`config.mk`:
```
export PLATFORM = sky130hd
export DESIGN_NAME = frv_lsu_pipe
export DESIGN_NICKNAME = d
export VERILOG_FILES = /design/src/rtl/frv_lsu_pipe.sv
export SDC_FILE = /design/constraint.sdc
export NUM_CORES = 1
export LEC_CHECK = 0
export ABC_AREA = 1
export CORE_AREA = 2 2 83 85
export CTS_CLUSTER_DIAMETER = 40
export DETAILED_ROUTE_END_ITERATION = 10
export DIE_AREA = 0 0 85 87
export DONT_BUFFER_PORTS = 1
export PLACE_DENSITY = 0.79
export SLEW_MARGIN = 20
export SYNTH_ARGS = -nofsm -noshare
export SYNTH_HDL_FRONTEND = slang
export SYNTH_SLANG_ARGS = --single-unit
```
`constraint.sdc`:
```
create_clock -name g_clk -period 3.75 [get_ports g_clk]
set_input_delay 0.1875 -clock g_clk [delete_from_list [all_inputs] [get_ports g_clk]]
set_output_delay 0.1875 -clock g_clk [all_outputs]
set_load 0.01 [all_outputs]
```
`src/rtl/frv_lsu_pipe.sv`:
```
// Pipelined load/store unit: split request/response phases, up to DEPTH
// accesses in flight, local misalignment trap, flush with bus drain.
module frv_lsu_pipe #(
  parameter int DEPTH = 4,
  parameter int CW    = 3
) (
  input  logic        g_clk,
  input  logic        g_reset,
  input  logic        flush,
  input  logic        lsu_valid,
  output logic        lsu_ready,
  input  logic [31:0] lsu_addr,
  input  logic [31:0] lsu_wdata,
  input  logic        lsu_load,
  input  logic        lsu_store,
  input  logic [1:0]  lsu_width,
  input  logic        lsu_signed,
  output logic        rsp_valid,
  input  logic        rsp_ready,
  output logic [31:0] rsp_rdata,
  output logic        rsp_a_error,
  output logic        rsp_b_error,
  output logic        dmem_req,
  input  logic        dmem_gnt,
  output logic        dmem_wen,
  output logic [3:0]  dmem_strb,
  output logic [31:0] dmem_addr,
  output logic [31:0] dmem_wdata,
  input  logic        dmem_recv,
  output logic        dmem_ack,
  input  logic [31:0] dmem_rdata,
  input  logic        dmem_error
);

  localparam int PW = $clog2(DEPTH);

  typedef struct packed {
    logic       load;
    logic [1:0] width;
    logic       sgn;
    logic [1:0] off;
    logic       a_err;
  } ent_t;

  ent_t          fifo [DEPTH];
  logic [PW-1:0] wp, rp;
  logic [CW-1:0] cnt, bus_cnt, drain;

  ent_t        head;
  logic        a_err_in, head_vld, idle, pop, push, blocked;
  logic [31:0] shifted, ext;

  assign head     = fifo[rp];
  assign a_err_in = (lsu_width == 2'd1 && lsu_addr[0]) ||
                    (lsu_width == 2'd2 && lsu_addr[1:0] != 2'b00);
  assign head_vld = (cnt != '0);
  // idle: neither flushing nor draining stale bus responses
  assign idle     = (drain == '0) && !flush;

  // Local-error head answers immediately; bus head waits for dmem_recv.
  assign rsp_valid   = idle && head_vld && (head.a_err || dmem_recv);
  assign pop         = rsp_valid && rsp_ready;
  // A same-cycle pop frees a slot, so a full FIFO can still accept.
  assign blocked     = (cnt == CW'(DEPTH)) && !pop;
  assign dmem_req    = lsu_valid && !a_err_in && !blocked && idle;
  assign lsu_ready   = !blocked && idle && (a_err_in || dmem_gnt);
  assign push        = lsu_valid && lsu_ready;
  assign dmem_ack    = !idle || (head_vld && !head.a_err && rsp_ready);
  assign rsp_a_error = rsp_valid && head.a_err;
  assign rsp_b_error = rsp_valid && !head.a_err && dmem_error;

  // Neither load nor store is sent as a no-op write (strobes cleared).
  assign dmem_wen  = lsu_store || !lsu_load;
  assign dmem_addr = {lsu_addr[31:2], 2'b00};

  // Byte strobes and lane-replicated write data from width/offset
  always_comb begin
    dmem_strb  = 4'hF;
    dmem_wdata = lsu_wdata;
    case (lsu_width)
      2'd0: begin
        dmem_strb  = 4'b0001 << lsu_addr[1:0];
        dmem_wdata = {4{lsu_wdata[7:0]}};
      end
      2'd1: begin
        dmem_strb  = 4'b0011 << lsu_addr[1:0];
        dmem_wdata = {2{lsu_wdata[15:0]}};
      end
      default: ;
    endcase
    if (!lsu_load && !lsu_store) dmem_strb = 4'h0;
  end

  assign shifted = dmem_rdata >> {head.off, 3'b000};

  // Align and extend load data for the head entry
  always_comb begin
    ext = shifted;
    case (head.width)
      2'd0:    ext = {{24{head.sgn & shifted[7]}}, shifted[7:0]};
      2'd1:    ext = {{16{head.sgn & shifted[15]}}, shifted[15:0]};
      default: ;
    endcase
    rsp_rdata = (rsp_valid && head.load && !head.a_err && !dmem_error) ? ext : 32'h0;
  end

  // Tracking FIFO, occupancy counters and drain bookkeeping
  always_ff @(posedge g_clk) begin
    if (g_reset) begin
      for (int i = 0; i < DEPTH; i++) fifo[i] <= '0;
      wp      <= '0;
      rp      <= '0;
      cnt     <= '0;
      bus_cnt <= '0;
      drain   <= '0;
    end else if (flush) begin
      wp      <= '0;
      rp      <= '0;
      cnt     <= '0;
      bus_cnt <= '0;
      // a response arriving now retires either a draining or a flushed entry
      drain   <= drain + bus_cnt -
                 CW'(dmem_recv && (drain != '0 || bus_cnt != '0));
    end else begin
      if (push) begin
        fifo[wp] <= '{load:  lsu_load && !lsu_store,
                      width: lsu_width,
                      sgn:   lsu_signed,
                      off:   lsu_addr[1:0],
                      a_err: a_err_in};
        wp <= wp + PW'(1);
      end
      if (pop) rp <= rp + PW'(1);
      cnt     <= cnt + CW'(push) - CW'(pop);
      bus_cnt <= bus_cnt + CW'(push && !a_err_in) - CW'(pop && !head.a_err);
      if (drain != '0 && dmem_recv) drain <= drain - CW'(1);
    end
  end

endmodule

```
# Word level (Yosys, flattened, before mapping)
# Memory sizes are Yosys's and may differ from the RTL's. A register that Yosys moved wholly into a read port is not among the register bits.
# Cells that the tools add are included.
[totals]
ram_bits = 28
word_cells = 94
mem_count = 1
register_bits = 13
inputBits = 109
output_inout_bits = 107
[memory_table]
columns = ["memory", "depth", "width", "read_ports", "rd_clocked_by_memory_dff", "wr", "line_no", "text"]
rows = [
  ["fifo", 4, 7, 1, 1, 4, "45", "ent_t fifo [DEPTH];"],
]
[classes]
muxes = 18
bitwise = 2
addsub = 9
reduce_logical = 52
shifts = 3
n_eq_ne = 4
[op_table]
columns = ["op", "count"]
rows = [
  ["$pmux W32 S2", 2],
  ["$mux W32", 1],
  ["$shr A32 B5 Y32", 1],
  ["$logic_and A1 B1 Y1", 27],
  ["$logic_not A1 Y1", 9],
  ["$reduce_bool A3 Y1", 3],
  ["$sub A3 B1 Y3", 3],
  ["$pmux W4 S2", 1],
  ["$mux W1", 7],
  ["$mux W7", 1],
  ["$reduce_or A7 Y1", 1],
  ["$add A3 B1 Y3", 2],
  ["$logic_or A1 B1 Y1", 6],
  ["$mux W2", 3],
  ["$mux W3", 2],
  ["$add A2 B1 Y2 const B", 2],
  ["$eq A2 B1 Y1 const B", 2],
  ["$logic_not A2 Y1", 2],
  ["$mux W4", 1],
  ["$reduce_bool A2 Y1", 2],
  ["$shl A1 B2 Y4 const A", 1],
  ["$shl A2 B2 Y4 const A", 1],
  ["$add A3 B3 Y3", 1],
  ["$eq A3 B3 Y1 const B", 1],
  ["5 further kinds", 6],
]

# Longest topological paths before layout
# Gate-level depths: netlist (run 1).
[depth]
word_depth = 17
depth_mapped = 19
ltp_nobuf = 19

# Least setup slack after synthesis (run 1)
# OpenSTA, ideal clock, no wires.
[synth_timing]
path_kind = "flip-flop to flip-flop"
from = "reg drain[0]"
to = "reg bus_cnt[2]"
required_time_ns = 3.680
n_path_buf = 0
synth_period_minus_slack_ns = 2.635
setup_slack_ns = 1.115
stages_incl_launch_ff = 20
t_arrival_ns = 2.565
setup_time_ns = 0.070
path_cell_list = "dfxtp_1 -> inv_1 -> ha_1 -> inv_1 -> nor2_2 -> nand2_1 -> nor2_1 -> nand3_2 -> nand2_2 -> nand2_1 -> nor2_1 -> nand2_1 -> ha_1 -> inv_1 -> ha_1 -> inv_1 -> fa_1 -> inv_1 -> o21ai_0 -> a21oi_1"
[synth_via]
elab_chain_len = 14
elab_cells_between_ends = 15
[synth_rtl]
columns = ["element", "line_no", "text"]
rows = [
  ["from (decl)", "47", "logic [CW-1:0] cnt, bus_cnt, drain;"],
  ["from (signal assigned)", "122", "drain <= drain + bus_cnt -"],
  ["from (signal assigned)", "136", "if (drain != '0 && dmem_recv) drain <= drain - CW'(1);"],
  ["$logic_not A3 Y1 *", "58", "assign idle = (drain == '0) && !flush;"],
  ["$logic_and A1 B1 Y1 *", "58", ""],
  ["$logic_and A1 B1 Y1 (2 in a row)", "61", "assign rsp_valid = idle && head_vld && (head.a_err || dmem_recv);"],
  ["$logic_and A1 B1 Y1", "62", "assign pop = rsp_valid && rsp_ready;"],
  ["$logic_not A1 Y1", "64", "assign blocked = (cnt == CW'(DEPTH)) && !pop;"],
  ["$logic_and A1 B1 Y1", "64", ""],
  ["$logic_not A1 Y1", "66", "assign lsu_ready = !blocked && idle && (a_err_in || dmem_gnt);"],
  ["$logic_and A1 B1 Y1 (2 in a row)", "66", ""],
  ["$logic_and A1 B1 Y1", "67", "assign push = lsu_valid && lsu_ready;"],
  ["$logic_and A1 B1 Y1", "135", "bus_cnt <= bus_cnt + CW'(push && !a_err_in) - CW'(pop && !head.a_err);"],
  ["$add A3 B1 Y3", "135", ""],
  ["$sub A3 B1 Y3 *", "135", ""],
  ["to (signal assigned)", "135", ""],
  ["to (decl)", "47", ""],
]
# Mark *: on every way between the ends. The rest lies on a longest branch, timed or not.
# A chain may end at the register's enable or synchronous reset.

==> results.tsv, run 1 <==
metric	value	unit
required	3560	ps
status	finished, final reports clean	
gp_congestion	0.8882	
grt_pass1_vias	2921	
hold_path_class	in2reg	
cts-hold-fix-buffers	1	
dr.pass1.iters	5	
clk_latency	300	ps
port_buffers	0	
rsz0062_at_grt	no	
area_growth	-4.864	%
tritoncts	done	
design_area	3597	um^2
hold_viol_final	0	
dr.first_iter.drc_count	235	
async_flop_share	0	%
maxCapViolations	0	
multi_input_area	1976	um^2
core-area	6569	um^2
drc_errors	0	
avgViaCountPerCell	5.714	
diodes	0	
antenna_found_initial	0	
synthFlopType	edfxtp_1	
period_share	84.73	%
yosysTopAreaCellShare	22.24	%
fin_skew	7.043	ps
syn_area_per_cell	6.752	um^2
path_max_fanout	35	
yosysWarningCount	0	
ys_types	37	
setup_tns	0	ps
dieHeight	87	um
syn_inst	560	
grt_first_pass_wirelength	13540	um
fill_cells	655	
cts_buffers	5	
period_needed	3177	ps
post-place-ws	813.8	ps
vias	3377	
register_area	1141	um^2
drive_gt1_share	8.806	%
fin_ws	572.7	ps
synth_area_leaders	edfxtp_1 (22%), nand2_1 (14%), buf_4 (8.1%)	
worstPathArrival	2990	ps
syn_area	3781	um^2
postRouteAntennaNets	0	
tightest_slew	685.7	ps
ys_seq_area_share	30.18	%
io_pins	216	
routedWlPerCell	14.93	um
cpMaxStageDelayCell	dfxtp_1	
whs	58.97	ps
dieArea	7395	um^2
cts_sinks	43	
end_kind	output port	
start_util	57.56	%
rows	30	
worst_setup_path_start_kind	flop	
ir_worst_vdd	0.2627	mV
clk_pin_slew	80	ps
max_freq	314.7	MHz
crit_chain	inv_2 > nand2_1 > nand3_1 > nand2_2 > inv_2 > nand2_1 > nand3_1 > nand3_4 > nand3_2 > nand2_4 > nor2_1	
critPathKind	reg2out	
grt_max_degree	36	
clk_path_buf_depth	2	
hpwlAfterDp	7093	um
relSlewSlack	54.12	%
powerDensity	312.2	nW/um^2
synth_edf_count	28	
track_usage	22.63	%
synth_seq_cells	43	
gr-total-overflow	0	
setup_violations	0	
synth_top_cell_by_area	edfxtp_1	
critPathMaxStageDelay	600	ps
leakage	1.674	nW
slew_viol_final	0	
final_nets	630	
cts-resized-gates	0	
dpl-instance-area	3487	um^2
cts-root-buf	clkbuf_8	
cts_max_level	2	
die_w	85	um
postCtsSetupBuffers	0	
wl	8822	um
## per-stage QoR
| step | std cells | util (%) | total power [W] |
|---|---|---|---|
| finish | 591 | 54.76 | 0.001123 |
| floorplan | 561 | - | 0.0008138 |
| detailed placement | 582 | 53.09 | 0.0008155 |
| CTS | 591 | 54.76 | 0.001124 |
| global route | 591 | 54.76 | 0.001191 |
| global placement | 582 | 53.09 | 0.0008062 |
## final cells by class
cell class | instances | area share (%)
Clock buffer | 8 | 2.783
Inverter | 72 | 7.513
Multi-Input combinational cell | 387 | 54.92
Tap cell | 80 | 2.783
Sequential cell | 43 | 31.72
Timing Repair Buffer | 1 | 0.2783
## routing by layer
layer,up-vias,track usage [%],wire [um]
li1,1657,-,-
met1,1524,26.02,3259
met2,176,41.69,4572
met3,20,5.403,801
met4,0,6.638,189
met5,-,0,0
## synth_stat cells, types with 2 or more instances
master    number
buf_2          6
edfxtp_1      28
inv_2          8
nor2_1        56
fa_1           3
xnor2_1        5
nor3_1         6
nand2_4        2
nor2_4         2
clkbuf_1      10
o211ai_1       6
o21ai_1       10
o31ai_1        8
nand2_2        5
nor2_2        11
nand3_2        5
ha_1           8
a21oi_1       37
buf_4         41
nand2_1      145
dfxtp_1       15
o21ai_0       31
buf_6          2
nand3_1       33
inv_1         63
xor2_1         3
## worst paths after layout
check / cells after the start / end / slack [ps] / start
worst max register to register: 19 / bus_cnt[2] / 800 / drain[0]
worst min register to register: 2 / rp[1] / 480 / rp[1]
worst min-delay path: 2 / drain[0] / 60 / flush
worst max-delay path: 11 / rsp_rdata[16] / 570 / flop
## critical path: cells and delay by family (launching register included)
| family | cells | cell delay (ps) |
|---|---|---|
| DFF | 1 | 600 |
| buffers and inverters | 2 | 540 |
| and+or+nand+nor | 9 | 1540 |
## sequential cells by signal (all words and copies together), names as in the netlist, named ones only
name     cells
bus_cnt      3
cnt          3
drain        3
fifo        28
rp           2
wp           2
## kinds of logic (layout without fill, tap and decap cells)
logic type,count (synthesis),in the layout,share of synthesized area [%]
other,1,2,0.09918
AOI/OAI and AO/OA,96,96,13.96
buffers and inverters,131,81,17.67
DFF,43,43,30.18
xor gates and xnor gates,8,8,1.853
adders and majority gates,11,11,4.236
and+or+nand+nor,270,270,32.00
## power by group
part | internal, W | switching (W)
Clock | 0.000168 | 0.000148
Combinational | 0.0000859 | 0.000183
Sequential | 0.000526 | 0.0000123
## placed cells by master, fill, tap and decap left out, drive strengths merged
cell,synthesis,layout
nand2,152,152
dfxtp,15,15
a21oi,37,37
xnor2,5,5
inv,71,71
clkinv,1,1
o31ai,8,8
a211oi,1,1
nor3,6,6
nand4,2,2
xor2,3,3
nand3,39,39
o22ai,1,1
or2,1,1
o211ai,6,6
o21ai,41,41
dlygate4sd3,0,1
clkbuf,10,8
edfxtp,28,28
nor2,69,69
conb,1,2
nor3b,1,1
a31oi,2,2
ha,8,8
fa,3,3
No activity file was read; power rests on OpenSTA's default activity.
==> run 2: changes to the inputs <==
- CORE_AREA: 2 2 83 85 -> 2 2 84 86
- DIE_AREA: 0 0 85 87 -> 0 0 86 88
- PLACE_DENSITY: 0.79 -> 0.77
- clock period: 3.75 -> 3.19 ns (I/O delays scaled with it)
==> run 2 against run 1 <==
Compared with the run above:
- register-to-register slack got worse by 520 ps
- clock power increased by 59%
- via count fell by 1.4%
- highest routed layer unchanged
==> results.tsv, run 2 (synthesis results as in run 1) <==
metric	value	unit	change
cts_max_level	2		unchanged
rows	30		unchanged
powerDensity	397.6	nW/um^2	+27%
rsz0062_at_grt	no		
ir_worst_vdd	0.2694	mV	+2.6%
multi_input_area	1976	um^2	unchanged
dr.pass1.iters	6		+1
drive_gt1_share	9.533	%	+0.73 points
period_needed	2915	ps	
start_util	56.91	%	-0.65 points
max_freq	343.1	MHz	
min_to	drain[0]		
critPathMaxStageDelay	590	ps	about the same
drc_errors	0		unchanged
cts-hold-fix-buffers	1		unchanged
track_usage	22.78	%	+0.15 points
layout.cells.non_filler	594		+0.51%
r2r_cells	15		-4
antenna_found_initial	0		unchanged
hpwlAfterDp	7243	um	+2.1%
cpMaxStageDelayCell	dfxtp_1		
largest_reg_flops	28		unchanged
dpl-instance-area	3510	um^2	+0.65%
crit_chain	inv_2 > nand2_1 > nand3_1 > nand2_2 > inv_2 > nand2_1 > nand3_4 > nand3_2 > nand2_4 > nor2_1		
postRouteAntennaNets	0		unchanged
fill_cells	643		-1.8%
dieArea	7568	um^2	+2.3%
postCtsSetupBuffers	0		unchanged
worst_setup_path_start_kind	flop		
maxCapViolations	0		unchanged
mostFrequentLayoutCell	nand2_1		
required	3030	ps	-530 ps
grt_first_pass_wirelength	13810	um	+1.9%
tritoncts	done		
dpl.cell_count	585		+0.52%
avgViaCountPerCell	5.606		-1.9%
setup_violations	0		unchanged
p_int	0.001035	W	+33%
fin_ws	275.3	ps	-297.4 ps
fin_skew	8.684	ps	+1.641 ps
die_w	86	um	+1.2%
cts_sinks	43		unchanged
register_area	1141	um^2	unchanged
clk_pin_slew	90	ps	about the same
io_pins	216		unchanged
relSlewSlack	53.29	%	-0.83 points
worstPathArrival	2760	ps	-230 ps
wl	9065	um	+2.8%
vias	3330		-1.4%
area_growth	-3.309	%	
r2r_slack	280	ps	-520 ps
mostFrequentLayoutCells	nand2_1 (145), inv_1 (63), nor2_1 (56), a21oi_1 (37), nand3_1 (33)		
worstHoldStart	flush		
slew_viol_final	0		unchanged
seq_power_share	43.5	%	-4.4 points
hold_viol_final	0		unchanged
grt_max_degree	31		-14%
end_kind	output port		
period_share	91.37	%	
hold_path_class	in2reg		
gp_congestion	0.9122		+2.7%
cts_buffers	5		unchanged
diodes	0		unchanged
status	finished, final reports clean		
hold_depth	2		unchanged
dr.first_iter.drc_count	209		-11%
core-area	6644	um^2	+1.1%
clk_path_buf_depth	2		unchanged
r2r-end	cnt[2]		
clk_latency	300	ps	about the same
final_nets	633		+0.48%
path_max_fanout	26		-26%
design_area	3656	um^2	+1.6%
dieHeight	88	um	+1.1%
p_switching	0.0004188	W	+22%
post-place-ws	331.2	ps	-482.5 ps
routedWlPerCell	15.26	um	+2.2%
switching_share	28.82	%	-1.8 points
registers.top_by_ff_count	fifo		
combinationalPowerShare	22.0	%	-1.9 points
cts-root-buf	clkbuf_8		
port_buffers	0		unchanged
setup_tns	0	ps	unchanged
gr-total-overflow	0		unchanged
leakage	1.701	nW	+1.6%
pwr-share-clk	34.5	%	+6.3 points
tightest_slew	698.1	ps	+12.41 ps
cts-resized-gates	0		unchanged
grt_pass1_vias	2904		-0.58%
critPathKind	reg2out		
## run 2: changes by cell type in the layout (fill, tap and decap cells not counted)
cell        before  now
buf_4            0    3
bufinv_16        0    2
clkbuf_1         1    0
clkbuf_8         7    5
clkinvlp_4       0    1
## run 2: worst max path at each step
stage | slack (ps) | end
floorplan | 550 | bus_cnt[2]
global placement | 430 | cnt[2]
detailed placement | 330 | cnt[2]
CTS | 290 | cnt[2]
global route | 10 | bus_cnt[2]
finish | 280 | rsp_rdata[31]
## run 2: critical path: cells and delay by family (launching register included)
kind,cells,cell delay (ps)
AND/OR/NAND/NOR,8,1390
flip-flops,1,590
buffers and inverters,2,470
## run 2: metrics by stage
step	power (W)	hold slack (ps)	utilization, %
finish	0.001453	13.74	55.03
global route	0.001536	25.50	55.03
CTS	0.001458	11.03	55.03
detailed placement	0.0009615	234.5	52.82
global placement	0.0009519	232.3	52.82
floorplan	0.0009567	228.6	-
## run 2: layer usage
layer	GRT usage [%]	routed length [um]	vias up
met5	0	0	-
li1	-	-	1662
met4	6.782	103	0
met1	27.97	3572	1462
met2	38.90	4484	190
met3	6.692	905	16
## run 2: power by group through the flow
stage	Combinational (W)	Sequential, W	Clock (W)
finish	0.000319	0.000633	0.000501
global placement	0.000307	0.000645	0
CTS	0.000319	0.000632	0.000507
global route	0.000362	0.000636	0.000538
detailed placement	0.000316	0.000645	0
floorplan	0.000317	0.000639	0
## run 2: final cells by class
class,count,share of cell area (%)
multi-input combinational,387,54.04
sequential,43,31.21
inverter,72,7.392
tap,80,2.738
clock buffer,5,1.882
clock inverter,3,1.848
timing repair buffer,4,0.8898
